==> src/rtl/if_branch_stage_pkg.sv <==
// Shared constants for the instruction-fetch stage: NOP encoding, reset PC,
// PC increment and the field positions used to build jump targets.
package if_branch_stage_pkg;

  // All-zero word is the NOP (sll $0,$0,0); it fills IF/ID on reset and flush.
  localparam logic [31:0] NOP_INSTR = 32'h0000_0000;

  // Default PC loaded on reset.
  localparam logic [31:0] RESET_PC_DEFAULT = 32'h0000_0000;

  // Sequential fetch advances by one 32-bit word.
  localparam int PC_INCR = 4;

  // Jump target = {pc_plus4[31:28], instr[25:0], 2'b00}.
  localparam int JUMP_HI_MSB = 31;
  localparam int JUMP_HI_LSB = 28;
  localparam int JUMP_IDX_W  = 26;

  // Source selected for the next PC.
  typedef enum logic [1:0] {
    SEL_HOLD   = 2'd0,
    SEL_JUMP   = 2'd1,
    SEL_BRANCH = 2'd2,
    SEL_SEQ    = 2'd3
  } next_sel_e;

  // Build a pseudo-direct jump target from the upper PC bits and the index.
  function automatic logic [31:0] jump_target(input logic [31:0] pc_plus4,
                                              input logic [JUMP_IDX_W-1:0] index);
    return {pc_plus4[JUMP_HI_MSB:JUMP_HI_LSB], index, 2'b00};
  endfunction

endpackage

==> src/rtl/if_branch_stage_pc_next_mux.sv <==
// Combinational next-PC selection. Priority: stall holds the PC, then jump,
// then taken branch, then sequential fetch. A redirect is reported only
// when it is actually applied (not while stalled).
module pc_next_mux
  import if_branch_stage_pkg::*;
#(
  parameter int WIDTH = 32
) (
  input  logic [WIDTH-1:0]      pc,
  input  logic                  stall,
  input  logic                  jump,
  input  logic                  branch_taken,
  input  logic [WIDTH-1:0]      branch_offset,
  input  logic [JUMP_IDX_W-1:0] jump_index,
  input  logic [WIDTH-1:0]      id_pc_plus4,
  output logic [WIDTH-1:0]      next_pc,
  output logic [WIDTH-1:0]      pc_plus4,
  output logic                  redirect
);

  logic [WIDTH-1:0] branch_tgt;
  logic [WIDTH-1:0] jump_tgt;
  next_sel_e        sel;

  // Target arithmetic: all modulo 2^WIDTH, no overflow detection.
  always_comb begin
    pc_plus4   = pc + WIDTH'(PC_INCR);
    branch_tgt = id_pc_plus4 + branch_offset;
    jump_tgt   = WIDTH'(jump_target(32'(id_pc_plus4), jump_index));
  end

  // Pick the next-PC source; a stalled redirect is dropped and re-presented
  // later by the hazard unit.
  always_comb begin
    sel = SEL_SEQ;
    if (stall)             sel = SEL_HOLD;
    else if (jump)         sel = SEL_JUMP;
    else if (branch_taken) sel = SEL_BRANCH;
    redirect = (jump | branch_taken) & ~stall;
  end

  // Route the selected source to next_pc.
  always_comb begin
    next_pc = pc_plus4;
    case (sel)
      SEL_HOLD:   next_pc = pc;
      SEL_JUMP:   next_pc = jump_tgt;
      SEL_BRANCH: next_pc = branch_tgt;
      default:    next_pc = pc_plus4;
    endcase
  end

endmodule

==> src/rtl/if_branch_stage.sv <==
// Instruction-fetch stage: PC register, instruction memory address and the
// IF/ID pipeline register. Every applied redirect squashes the instruction
// fetched in the same cycle, leaving one bubble in IF/ID.
//
// Flow control: stall=1 freezes both PC and IF/ID for that cycle and any
// redirect presented alongside it is ignored; if_id_valid=0 marks a bubble
// that ID must not act on.
module if_branch_stage
  import if_branch_stage_pkg::*;
#(
  parameter int               WIDTH    = 32,
  parameter logic [WIDTH-1:0] RESET_PC = WIDTH'(RESET_PC_DEFAULT)
) (
  input  logic                  clk,
  input  logic                  rst,
  input  logic                  stall,
  input  logic                  branch_taken,
  input  logic [WIDTH-1:0]      branch_offset,
  input  logic                  jump,
  input  logic [JUMP_IDX_W-1:0] jump_index,
  input  logic [WIDTH-1:0]      id_pc_plus4,
  input  logic [WIDTH-1:0]      imem_rdata,
  output logic [WIDTH-1:0]      imem_addr,
  output logic [WIDTH-1:0]      if_id_instr,
  output logic [WIDTH-1:0]      if_id_pc_plus4,
  output logic                  if_id_valid,
  output logic                  redirect
);

  logic [WIDTH-1:0] pc;
  logic [WIDTH-1:0] pc_plus4;
  logic [WIDTH-1:0] next_pc;

  pc_next_mux #(.WIDTH(WIDTH)) u_pc_next_mux (
    .pc            (pc),
    .stall         (stall),
    .jump          (jump),
    .branch_taken  (branch_taken),
    .branch_offset (branch_offset),
    .jump_index    (jump_index),
    .id_pc_plus4   (id_pc_plus4),
    .next_pc       (next_pc),
    .pc_plus4      (pc_plus4),
    .redirect      (redirect)
  );

  // Instruction memory is read combinationally at the current PC.
  always_comb begin
    imem_addr = pc;
  end

  // PC register; the mux already folds in the stall hold.
  always_ff @(posedge clk) begin
    if (rst) pc <= RESET_PC;
    else     pc <= next_pc;
  end

  // IF/ID register: hold on stall, flush to a bubble on redirect, else load.
  always_ff @(posedge clk) begin
    if (rst) begin
      if_id_instr    <= WIDTH'(NOP_INSTR);
      if_id_pc_plus4 <= '0;
      if_id_valid    <= 1'b0;
    end else if (stall) begin
      if_id_instr    <= if_id_instr;
      if_id_pc_plus4 <= if_id_pc_plus4;
      if_id_valid    <= if_id_valid;
    end else if (redirect) begin
      if_id_instr    <= WIDTH'(NOP_INSTR);
      if_id_pc_plus4 <= '0;
      if_id_valid    <= 1'b0;
    end else begin
      if_id_instr    <= imem_rdata;
      if_id_pc_plus4 <= pc_plus4;
      if_id_valid    <= 1'b1;
    end
  end

endmodule

==> config.mk <==
export PLATFORM = sky130hd
export DESIGN_NAME = if_branch_stage
export DESIGN_NICKNAME = d
export VERILOG_FILES = /design/src/rtl/if_branch_stage_pkg.sv /design/src/rtl/if_branch_stage_pc_next_mux.sv /design/src/rtl/if_branch_stage.sv
export SDC_FILE = /design/constraint.sdc
export NUM_CORES = 1
export LEC_CHECK = 0
export CAP_MARGIN = 30
export CORE_ASPECT_RATIO = 1.5
export CORE_MARGIN = 1.5
export CORE_UTILIZATION = 41
export CTS_CLUSTER_SIZE = 28
export DETAILED_ROUTE_END_ITERATION = 8
export GPL_TIMING_DRIVEN = 0
export PLACE_DENSITY = 0.75
export SYNTH_ARGS = -nofsm -noshare
export SYNTH_HDL_FRONTEND = slang
export SYNTH_SLANG_ARGS = --single-unit
export TNS_END_PERCENT = 100
==> constraint.sdc <==
create_clock -name clk -period 2.7 [get_ports clk]
set_clock_uncertainty 0.2 [all_clocks]
set_input_delay 0.405 -clock clk [delete_from_list [all_inputs] [get_ports clk]]
set_output_delay 0.405 -clock clk [all_outputs]
set_load 0.05 [all_outputs]
==> results by group <==
Run status
  – Status: finished, violations left
  – Violated checks: negative setup slack

Critical path
  – Buffers and inverters on the worst path: 2
  – Worst EP required: 2.75 ns
  – Delay-heaviest family, CP: compound AO/OA/AOI/OAI gates
  – WP data arrival: 2.76 ns
  – List of cells traversed by the critical path: clkbuf_2 > ha_4 > a211oi_4 > o21bai_4 > o21a_4 > buf_6 > o211ai_1 > nand2_1 > a2111oi_4 > xnor2_2 > a221oi_2 > nor2_1
  – Slowest cell on crit path: sky130_fd_sc_hd__a2111oi_4
  – Critical setup path kind: in2reg
  – Critical path capture point type: register
  – Worst-path maximum fanout: 4
  – Crit path largest cell delay: 0.38 ns
  – CP Launch Type: input pin
  – Slack of the worst reg-to-reg path: 0.05 ns

Power and ir drop
  – Maximum resistive drop on vdd: 0.292 mV
  – Power share of the sequential group: 0.360
  – Switching component of the power: 1.52 mW
  – Clock power frac: 0.291
  – Share of total power in combinational logic: 0.349
  – Internal Dissipation: 2.81 mW
  – Total design power: 4.33 mW
  – Power per cell area: 444 mW/mm2
  – Lkg Pwr: 3.74 nW
  – Sw Ratio: 0.351

Global routing
  – Number of antenna violations at the first check in global routing: 0
  – Maximum number of pins on one net before global-route repair: 19
  – Global-route wire length before repair: 34.7 mm
  – GRT Residual Overflow: 0
  – Global-route usage over all layers: 0.280
  – Number of global-route vias before repair: 6750

Synthesis
  – Synth cell types: 65
  – Share of the synthesized area in compound gates (AO/OA/AOI/OAI): 0.252
  – Post-synth EDFFs: 0
  – Multiplexer share of the synthesized area: 0.00484
  – Async set-or-reset flop fraction in the synthesized netlist: 0
  – XOR/XNOR share of the synthesized area: 0.0805
  – Top cell types by occurrence after synthesis: sky130_fd_sc_hd__nor2_1, sky130_fd_sc_hd__a21oi_1, sky130_fd_sc_hd__dfxtp_1, sky130_fd_sc_hd__nand2_1, sky130_fd_sc_hd__clkbuf_1
  – Ys flop type: sky130_fd_sc_hd__dfxtp_1
  – Synth Instances: 825
  – Main combinational cell family by area after synthesis: compound AO/OA/AOI/OAI gates
  – Post-synth top area share: 0.313
  – Post-Synthesis Mean Instance Area: 7.51 um2
  – Library cell with the largest summed area after synthesis: sky130_fd_sc_hd__dfxtp_1
  – Synthesis warning total: 0
  – Dominant cell by count in the synthesized netlist: sky130_fd_sc_hd__nor2_1
  – Post-synthesis share of cell area spent on full adders, half adders and majority gates: 0.0678
  – Area of the mapped netlist: 0.00620 mm2
  – Share of synthesized cell area in and, or, nand and nor gates: 0.228
  – Seq/Total Area, Yosys: 0.313
  – Main area contributors after synthesis: sky130_fd_sc_hd__dfxtp_1, sky130_fd_sc_hd__nor2_1, sky130_fd_sc_hd__a21oi_1, sky130_fd_sc_hd__ha_1, sky130_fd_sc_hd__nand2_1
  – Flip-flop and latch count after synthesis: 97
  – Post-Syn Nets: 985

STA
  – Endpoints failing hold: 0
  – Slew margin rel.: 0.501
  – Minimum clock period: 2.72 ns
  – Final clock period utilization by the worst path: 1.01
  – Final setup violation count: 1
  – RSZ-0062 raised after global routing: yes
  – Min Hold Slack: 0.204 ns
  – Final Max Tran Viols: 0
  – Final critical-path setup slack: -0.0153 ns
  – Highest clock frequency the design can meet: 368 MHz
  – Worst Max-Slew Pin Slew: 0.749 ns

Route
  – First-iteration detailed-routing DRC count: 425
  – Via density per instance: 5.60
  – Detailed-route via count: 7174
  – Post-detailed-route wirelength per cell: 18.1 um
  – DRC violation count after routing: 0
  – Sum of routed wire length over all layers: 23.2 mm
  – DR pass1 iterations: 6
  – Number of nets with antenna violations after routing: 0

Floorplanning
  – Chip width: 103 um
  – I/O Pins: 225
  – Site Rows: 54
  – Floorplan die area: 0.0159 mm2
  – Die H: 154 um
  – Starting density of the core: 0.423
  – Standard cell core area: 0.0147 mm2

Placed design
  – Total cell area at the placement stage: 0.00870 mm2
  – RD Place Congestion: 0.929
  – Worst setup slack after placement: -0.807 ns
  – IO Port Bufs: 221
  – Post-DP HPWL: 17.2 mm

Finish
  – Syn-to-layout area delta: 57.3%
  – Design Area, Final: 0.00975 mm2
  – Share of layout cells above drive strength 1: 0.140
  – Ant. Diodes: 0
  – Net total in the final layout: 1239

Flow run
  – Max-cap viol count: 0

Clock network
  – Clock tree from TritonCTS: built
  – Number of buffers on the longest clock path: 2
  – Clock transition at the registers of the reported paths: 0.07 ns
  – Clock insertion delay at the later pin of the skew report: 0.35 ns
  – Number of hold buffers added after cts: 0
  – Clock root buffer: sky130_fd_sc_hd__clkbuf_16
  – Number of buffers added by the clock tree synthesis step: 9
  – # H-tree levels: 3
  – Clk sink count: 97

Min path
  – Worst hold path class: in2reg
## worst register-to-register path, delay by kind of cell (launching register included)
| family | cells | cell delay [ns] |
|---|---|---|
| xor gates and xnor gates | 1 | 0.14 |
| DFF | 1 | 0.47 |
| AOI/OAI and AO/OA | 2 | 0.62 |
| and+or+nand+nor | 5 | 1.11 |
## worst paths after layout
check | end | cells after the start | start
worst max register to register | imem_addr[28]$_SDFFE_PP0P_ | 8 | imem_addr[10]$_SDFFE_PP0P_
worst min register to register | if_id_pc_plus4[14]$_SDFFE_PP0N_ | 2 | if_id_pc_plus4[14]$_SDFFE_PP0N_
worst min-delay path | imem_addr[0]$_SDFFE_PP0P_ | 4 | branch_offset[0]
worst max-delay path | imem_addr[27]$_SDFFE_PP0P_ | 12 | id_pc_plus4[1]
## power groups by stage
stage	logic [mW]	clock network (mW)	registers (mW)
after floorplan	0.606	0	1.76
after global placement	1.26	0	1.59
after detailed placement	1.27	0	1.59
after CTS	1.37	1.27	1.56
after global routing	1.61	1.32	1.57
final	1.51	1.26	1.56
## through the flow
| step | TNS (ns) | instances | utilization |
|---|---|---|---|
| final | -0.0153 | 1280 | 0.665 |
| after floorplan | -0.193 | 825 | - |
| after CTS | -0.0197 | 1269 | 0.638 |
| after global placement | -14.76 | 1242 | 0.593 |
| after detailed placement | -15.14 | 1242 | 0.593 |
| after global routing | -0.669 | 1280 | 0.665 |
## logic make-up after synthesis
group | after synthesis
compound gates | 243
xor+xnor | 57
fa+ha+maj | 33
buf+inv | 71
flops | 97
mux | 3
simple gates | 321
## cell type report
cell class / instances / area, um2
buffer: 48 / 251
clock buffer: 10 / 229
clock inverter: 6 / 55.1
fill: 1276 / 4910
inverter: 19 / 76.3
multi-input combinational: 657 / 4550
sequential: 97 / 1950
tap: 196 / 245
timing repair buffer: 247 / 2400
## sequential cells by signal, summed over array words and instances (netlist names)
name            count
if_id_pc_plus4     32
imem_addr          32
if_id_instr        32
if_id_valid         1
## routing by layer
metal,up-vias,global-route usage,routed length [um]
li1,3419,-,-
met1,3347,0.314,8660
met2,332,0.502,11800
met3,76,0.0377,1520
met4,0,0.139,1180
met5,-,0,0
## layout by cell type (no fill, tap or decap), drive strengths merged, types with 4 or more instances in the layout
| cell type | n |
|---|---|
| dlymetal6s2s | 10 |
| dlygate4sd2 | 14 |
| xnor2 | 38 |
| nand2 | 94 |
| a21o | 17 |
| and3 | 12 |
| xor2 | 19 |
| and4 | 6 |
| nor2 | 151 |
| a21oi | 109 |
| nor3 | 14 |
| clkdlybuf4s50 | 186 |
| o21bai | 8 |
| o21ai | 24 |
| a2111oi | 4 |
| nor2b | 9 |
| inv | 23 |
| nand3 | 8 |
| a221oi | 5 |
| o211ai | 4 |
| a22oi | 22 |
| nand4 | 11 |
| o221ai | 5 |
| a311oi | 4 |
| a211oi | 16 |
| a31oi | 6 |
| dfxtp | 97 |
| ha | 32 |
| buf | 35 |
| clkbuf | 57 |
## timing repair
| action | 4_1_cts | 5_1_grt |
|---|---|---|
| endpoints found under the setup margin | 23 | 16 |
| resized for setup | 91 | 81 |
| buffers inserted | 14 | 12 |
| pin swaps | 33 | 53 |
(Power assumes the default switching activity.)
